File: src/rtl/regfile_multiport.sv
// rtl/regfile_multiport.sv - parametrised multiport register file with bypass, zero register and bulk clear
//
// Flop-based register file. It has two combinational read ports and one write port.
// A two-state engine sweeps every entry to zero, one entry per clock, after a Clear request.
//
// Parameters
//   WIDTH     data bits per register
//   DEPTH     number of registers (power of two, >= 2)
//   AW        address width, derived from DEPTH
//   ZERO_REG  1: register 0 always reads 0 and ignores writes
//   BYPASS    1: a same-cycle write to a read address is forwarded to that read port
//
// Ports
//   Clk            rising-edge clock
//   Reset_n        asynchronous active-low reset
//   ReadRegister1  read port 1 address
//   ReadRegister2  read port 2 address
//   ReadData1      read port 1 data (combinational)
//   ReadData2      read port 2 data (combinational)
//   WriteRegister  write address
//   WriteData      write data
//   RegWrite       write enable
//   Clear          bulk-clear request
//   Busy           high while the clear sweep is running

module regfile_multiport #(
   parameter int WIDTH    = 32,
   parameter int DEPTH    = 32,
   parameter int AW       = $clog2(DEPTH),
   parameter bit ZERO_REG = 1'b1,
   parameter bit BYPASS   = 1'b1
) (
   input  logic             Clk,
   input  logic             Reset_n,
   input  logic [AW-1:0]    ReadRegister1,
   input  logic [AW-1:0]    ReadRegister2,
   output logic [WIDTH-1:0] ReadData1,
   output logic [WIDTH-1:0] ReadData2,
   input  logic [AW-1:0]    WriteRegister,
   input  logic [WIDTH-1:0] WriteData,
   input  logic             RegWrite,
   input  logic             Clear,
   output logic             Busy
);

   typedef enum logic {
      ST_IDLE  = 1'b0,
      ST_CLEAR = 1'b1
   } state_t;

   localparam logic [AW-1:0] LAST_IDX = AW'(DEPTH - 1);

   state_t           state_q, state_d;
   logic [AW-1:0]    cnt_q, cnt_d;
   logic             busy_q, busy_d;
   logic [WIDTH-1:0] regs_q [DEPTH];

   logic             idle;
   logic             wr_zero_hit;
   logic             wr_en;
   logic             clr_en;

   // ------------------------------------------------------------------
   // Clear sequencer
   // ------------------------------------------------------------------
   always_ff @(posedge Clk or negedge Reset_n) begin
      if (!Reset_n) begin
         state_q <= ST_IDLE;
         cnt_q   <= '0;
         busy_q  <= 1'b0;
      end else begin
         state_q <= state_d;
         cnt_q   <= cnt_d;
         busy_q  <= busy_d;
      end
   end

   always_comb begin
      state_d = state_q;
      cnt_d   = cnt_q;
      busy_d  = busy_q;
      unique case (state_q)
         ST_IDLE: begin
            if (Clear) begin
               state_d = ST_CLEAR;
               cnt_d   = '0;
               busy_d  = 1'b1;
            end
         end
         ST_CLEAR: begin
            // Clear requests are ignored here. The sweep always runs to the last index.
            if (cnt_q == LAST_IDX) begin
               state_d = ST_IDLE;
               cnt_d   = '0;
               busy_d  = 1'b0;
            end else begin
               cnt_d = cnt_q + AW'(1);
            end
         end
         default: begin
            state_d = ST_IDLE;
            cnt_d   = '0;
            busy_d  = 1'b0;
         end
      endcase
   end

   assign idle   = (state_q == ST_IDLE);
   assign clr_en = (state_q == ST_CLEAR);

   // ------------------------------------------------------------------
   // Write path
   // ------------------------------------------------------------------
   assign wr_zero_hit = ZERO_REG && (WriteRegister == '0);

   // A Clear sampled in IDLE takes priority over a write on the same edge.
   // Any write arriving during the sweep is discarded.
   assign wr_en = idle && RegWrite && !Clear && !wr_zero_hit;

   always_ff @(posedge Clk or negedge Reset_n) begin
      if (!Reset_n) begin
         for (int i = 0; i < DEPTH; i++) begin
            regs_q[i] <= '0;
         end
      end else if (clr_en) begin
         regs_q[cnt_q] <= '0;
      end else if (wr_en) begin
         regs_q[WriteRegister] <= WriteData;
      end
   end

   // ------------------------------------------------------------------
   // Read ports
   // Priority: zero register, then bypass, then array contents.
   // Bypass is only live in IDLE, so reads during the sweep see the array.
   // ------------------------------------------------------------------
   always_comb begin
      ReadData1 = regs_q[ReadRegister1];
      if (ZERO_REG && (ReadRegister1 == '0)) begin
         ReadData1 = '0;
      end else if (BYPASS && idle && RegWrite && (WriteRegister == ReadRegister1)) begin
         ReadData1 = WriteData;
      end
   end

   always_comb begin
      ReadData2 = regs_q[ReadRegister2];
      if (ZERO_REG && (ReadRegister2 == '0)) begin
         ReadData2 = '0;
      end else if (BYPASS && idle && RegWrite && (WriteRegister == ReadRegister2)) begin
         ReadData2 = WriteData;
      end
   end

   assign Busy = busy_q;

endmodule

File: config.mk
export PLATFORM = sky130hd
export DESIGN_NAME = regfile_multiport
export DESIGN_NICKNAME = d
export VERILOG_FILES = /design/src/rtl/regfile_multiport.sv
export SDC_FILE = /design/constraint.sdc
export NUM_CORES = 2
export LEC_CHECK = 0
export CAP_MARGIN = 20
export CORE_MARGIN = 4
export CORE_UTILIZATION = 45
export CTS_CLUSTER_SIZE = 40
export DETAILED_ROUTE_END_ITERATION = 10
export GPL_ROUTABILITY_DRIVEN = 0
export PLACE_DENSITY = 0.64
export SLEW_MARGIN = 30
export SYNTH_ARGS = -nofsm -noshare
export SYNTH_HDL_FRONTEND = slang
export SYNTH_SLANG_ARGS = --single-unit
export TNS_END_PERCENT = 10
File: constraint.sdc
create_clock -name Clk -period 4.7 [get_ports Clk]
set_input_delay 0.94 -clock Clk [delete_from_list [all_inputs] [get_ports Clk]]
set_output_delay 0.94 -clock Clk [all_outputs]
set_load 0.005 [all_outputs]
==> impl_results.md <==
* Status: complete, but fails checks
* Failing checks: negative setup slack
* Synth-to-Final Area Change at 18.8%
* Largest area contributor in the netlist: sky130_fd_sc_hd__dfrtp_1
* Type of element capturing the critical path: output pin
* Post-synthesis xor/xnor area fraction at 0.196%
* Portion of the post-synthesis area used by sequential elements at 48.0%
* IR drop worst, VDD at 0.000282 V
* Normalized max-slew margin at 38.4%
* Post-synth top area share at 48.0%
* Area of the core at 118000 sq um
* Design area at 63800 sq um
* Hold-fix buffer count after cts at 0
* Mux contribution to synthesized area at 21.7%
* Clock tree from TritonCTS: built
* Ranking of synthesized cells by area: sky130_fd_sc_hd__dfrtp_1 48%, sky130_fd_sc_hd__a22o_1 17%, sky130_fd_sc_hd__mux4_2 16%
* Pin count of the biggest net entering global routing at 142
* Endpoint arrival time on the critical path at 3.78 ns
* Detail-routed via count per cell at 7.54
* First-pass GRT wire length at 314000 microns
* Leak at 28.2 nW
* Number of vias after detailed routing at 44000
* Sequential cell area at 25800 sq um
* RSZ-0062 raised after global routing: yes
* Sequential cell fraction of total power at 41.4%
* Layer with the highest usage: met2
* Post-Synth Simple-Gate Area at 3.74%
* Initial antenna violation count at 4
* CP Class: in2out
* Grt met3 use at 12.7%
* # fillers at 9620
* Multi-input gate area in the final layout at 26600 sq um
* Synth Flop Type: sky130_fd_sc_hd__dfrtp_1
* Startpoint type of the worst setup path: primary input
* Number of buffers inserted during clock tree synthesis at 111
* Number of warnings printed during yosys synthesis at 0
* Library cell used as clock root buffer: sky130_fd_sc_hd__clkbuf_16
* Clk network pwr share at 40.8%
* Post-Syn Area per Cell at 13.2 sq um
* Clock-pin transition on the worst setup and hold timing paths at 0.07 ns
* Maximum capacitance violations at 0
* Layout cell share with drive strength beyond 1 at 30.4%
* Fraction of power spent switching nets at 29.6%
* Clock sink total at 1031
* Max Clk Rate at 212 MHz
* Path type of the worst min-delay path: in2async
* Cell area after synthesis at 53700 sq um
* Cell count after synthesis at 4068
* Final setup vio count at 2
* Met1 Use GR at 46.3%
* Flops & latches, synth at 1031
* Adder and majority cell fraction of the synthesized area at 0.116%
* Skew final at 0.0249 ns
* Die area at 125000 sq um
* Logic pwr share at 17.7%
* Worst hold-check slack at 0.127 ns
* Hold violation count in the final report at 0
* Via count of the first global-routing pass at 43300
* Cell with the most instances after synthesis: sky130_fd_sc_hd__a22o_1
* Required time reported for the critical path endpoint at 3.76 ns
* Dominant combinational cell family by area after synthesis: compound AO/OA/AOI/OAI gates
* Net switching power of the design at 6.89 mW
* Slew at the pin closest to its max-slew limit at 0.924 ns
* IO Count at 116
* Async SR Flop Fraction at 100%
* Final worst-path cycle share at 100%
* Power density over the cells at 365 nW/um^2
* H-tree Lvls at 3
* Router iterations before antenna repair at 6
* Wirelength per Cell at 37.4 microns
* Antenna-violating nets left at 0
* DRC violation count after routing at 0
* Overall die height at 353 microns
* Number of max-slew violations in the final report at 0
* Reg2Reg Depth at 6
* Routed Wire Length at 218000 microns
* HPWL Detailed at 133000 microns
* Area after DPL at 59400 sq um
* Count of flip-flops with a built-in enable after synthesis at 0
* Compound-Gate Fraction of Synth Area at 21.9%
* Most frequent cells after synthesis: 1036 x sky130_fd_sc_hd__a22o_1, 1031 x sky130_fd_sc_hd__dfrtp_1, 383 x sky130_fd_sc_hd__mux4_2
* Synth Net Count at 4124
* Post-layout minimum cycle time at 4.72 ns
* Min setup slack post-route at -0.0215 ns
* Maximum clock insertion buffer count at 3
* Number of rows created at floorplan at 126
* Tot GR Track Use at 34.1%
* Die Wd at 353 microns
* Clock latency on the worst-skew pair at 0.72 ns
* Met2 track utilization from global routing at 48.2%
* Crit-path max FO at 44
* Effective utilization at floorplan at 45.4%
* Internal power consumption at 16.4 mW
* Congestion Overflow GR at 0
* Buffers on Ports at 115
* Number of violations reported at the end of detailed-routing iteration 0 at 6447
* Count of different cell masters after synthesis at 51
* Nets at 4259
## cell usage in the layout (no fill, tap or decap), types with 9 or more instances in the layout
cell type / count
sky130_fd_sc_hd__nor3_2: 11
sky130_fd_sc_hd__o21ai_0: 19
sky130_fd_sc_hd__nor3_1: 53
sky130_fd_sc_hd__and3_1: 18
sky130_fd_sc_hd__clkdlybuf4s50_1: 100
sky130_fd_sc_hd__nor4_1: 35
sky130_fd_sc_hd__and2_1: 37
sky130_fd_sc_hd__nor2_1: 53
sky130_fd_sc_hd__nor2b_1: 16
sky130_fd_sc_hd__dfrtp_1: 1031
sky130_fd_sc_hd__clkbuf_8: 32
sky130_fd_sc_hd__a211oi_1: 43
sky130_fd_sc_hd__bufinv_16: 13
sky130_fd_sc_hd__a22o_1: 1036
sky130_fd_sc_hd__buf_4: 367
sky130_fd_sc_hd__clkbuf_1: 16
sky130_fd_sc_hd__buf_12: 74
sky130_fd_sc_hd__o22ai_1: 113
sky130_fd_sc_hd__clkbuf_16: 113
sky130_fd_sc_hd__mux4_2: 383
sky130_fd_sc_hd__a221oi_1: 17
sky130_fd_sc_hd__nor4_2: 9
sky130_fd_sc_hd__a2111oi_1: 11
sky130_fd_sc_hd__mux2_2: 136
sky130_fd_sc_hd__mux2i_1: 146
sky130_fd_sc_hd__a21oi_1: 28
sky130_fd_sc_hd__a221o_1: 32
sky130_fd_sc_hd__nor2_4: 34
sky130_fd_sc_hd__clkinv_2: 19
sky130_fd_sc_hd__nand2_1: 63
sky130_fd_sc_hd__a2111oi_2: 10
sky130_fd_sc_hd__a21oi_4: 31
sky130_fd_sc_hd__a22oi_1: 48
## sequential cells by signal, summed over array words and instances (netlist names)
| register | count |
|---|---|
| regs_q | 1024 |
| cnt_q | 5 |
| Busy | 1 |
| clr_en | 1 |
## critical path: stages
cell and delay [ns]:
sky130_fd_sc_hd__buf_6 0.16, sky130_fd_sc_hd__buf_12 0.22, sky130_fd_sc_hd__nand2_1 0.25, sky130_fd_sc_hd__buf_4 0.27, sky130_fd_sc_hd__o22ai_1 0.18, sky130_fd_sc_hd__a2111oi_0 0.67
sky130_fd_sc_hd__buf_4 0.23, sky130_fd_sc_hd__nor4_2 0.05, sky130_fd_sc_hd__nor3_1 0.19, sky130_fd_sc_hd__clkdlybuf4s50_1 0.55
## power groups by stage
stage               registers [mW]  logic, mW  clock network [mW]
floorplan                     9.63       1.99                   0
global placement              9.75       3.93                   0
detailed placement            9.76       3.95                   0
CTS                           9.61       3.98                9.54
global route                  9.67       4.22                9.90
finish                        9.64       4.13                9.50
## stage by stage
| stage | total power [mW] | setup slack [ns] | std cells | setup TNS (ns) | utilization (%) |
|---|---|---|---|---|---|
| 3_3_place_gp | 13.7 | -0.539 | 5622 | -6.65 | 50.2 |
| 4_1_cts | 23.1 | -0.115 | 5829 | -0.365 | 53.7 |
| 6_report | 23.3 | -0.0215 | 5835 | -0.0379 | 53.9 |
| 2_1_floorplan | 11.6 | 1.10 | 4068 | 0 | - |
| 3_5_place_dp | 13.7 | -0.602 | 5622 | -4.51 | 50.2 |
| 5_1_grt | 23.8 | -0.0188 | 5834 | -0.0203 | 53.9 |
## worst paths after layout
path | start | to | slack, ns
min in group Clk | regs_q[1012]$_DFFE_PN0P_ | regs_q[1012]$_DFFE_PN0P_ | 0.50
setup / recovery | ReadRegister1[2] | ReadData1[27] | -0.02
hold reg to reg | regs_q[1012]$_DFFE_PN0P_ | regs_q[1012]$_DFFE_PN0P_ | 0.50
setup reg to reg | cnt_q[1]$_DFFE_PN0P_ | regs_q[988]$_DFFE_PN0P_ | 2.06
hold / removal | Reset_n | regs_q[649]$_DFFE_PN0P_ | 0.13
max in group asynchronous | Reset_n | regs_q[448]$_DFFE_PN0P_ | 3.36
## layer usage
layer,share of wire (%),wire (microns)
met3,15,31700
met4,5.7,12500
met5,0.14,312
met2,43,92900
met1,37,80800
## cell families (layout without fill, tap and decap cells)
| logic type | after synthesis | count (layout) |
|---|---|---|
| xor gates and xnor gates | 12 | 12 |
| DFF | 1031 | 1031 |
| buffers and inverters | 549 | 778 |
| other | 0 | 2 |
| adders and majority gates | 5 | 5 |
| muxes | 666 | 666 |
| and+or+nand+nor | 386 | 386 |
| AOI/OAI and AO/OA | 1419 | 1419 |
## area by class of cell
type                       instances  share of cell area [%]
antenna                            2                 0.00785
clock buffer                     160                    5.20
clock inverter                    47                   0.979
inverter                           8                  0.0510
multi-input combinational       2488                    41.6
sequential                      1031                    40.4
tap                             1536                    3.01
timing repair buffer             563                    8.67
## repair_timing
| item | in CTS | in global routing |
|---|---|---|
| resized for setup | 40 | 61 |
| pin swaps | 2 | 9 |
| setup endpoints to repair | 22 | 49 |
| buffers inserted | 0 | 4 |
Power figures use the tool's default switching activity.
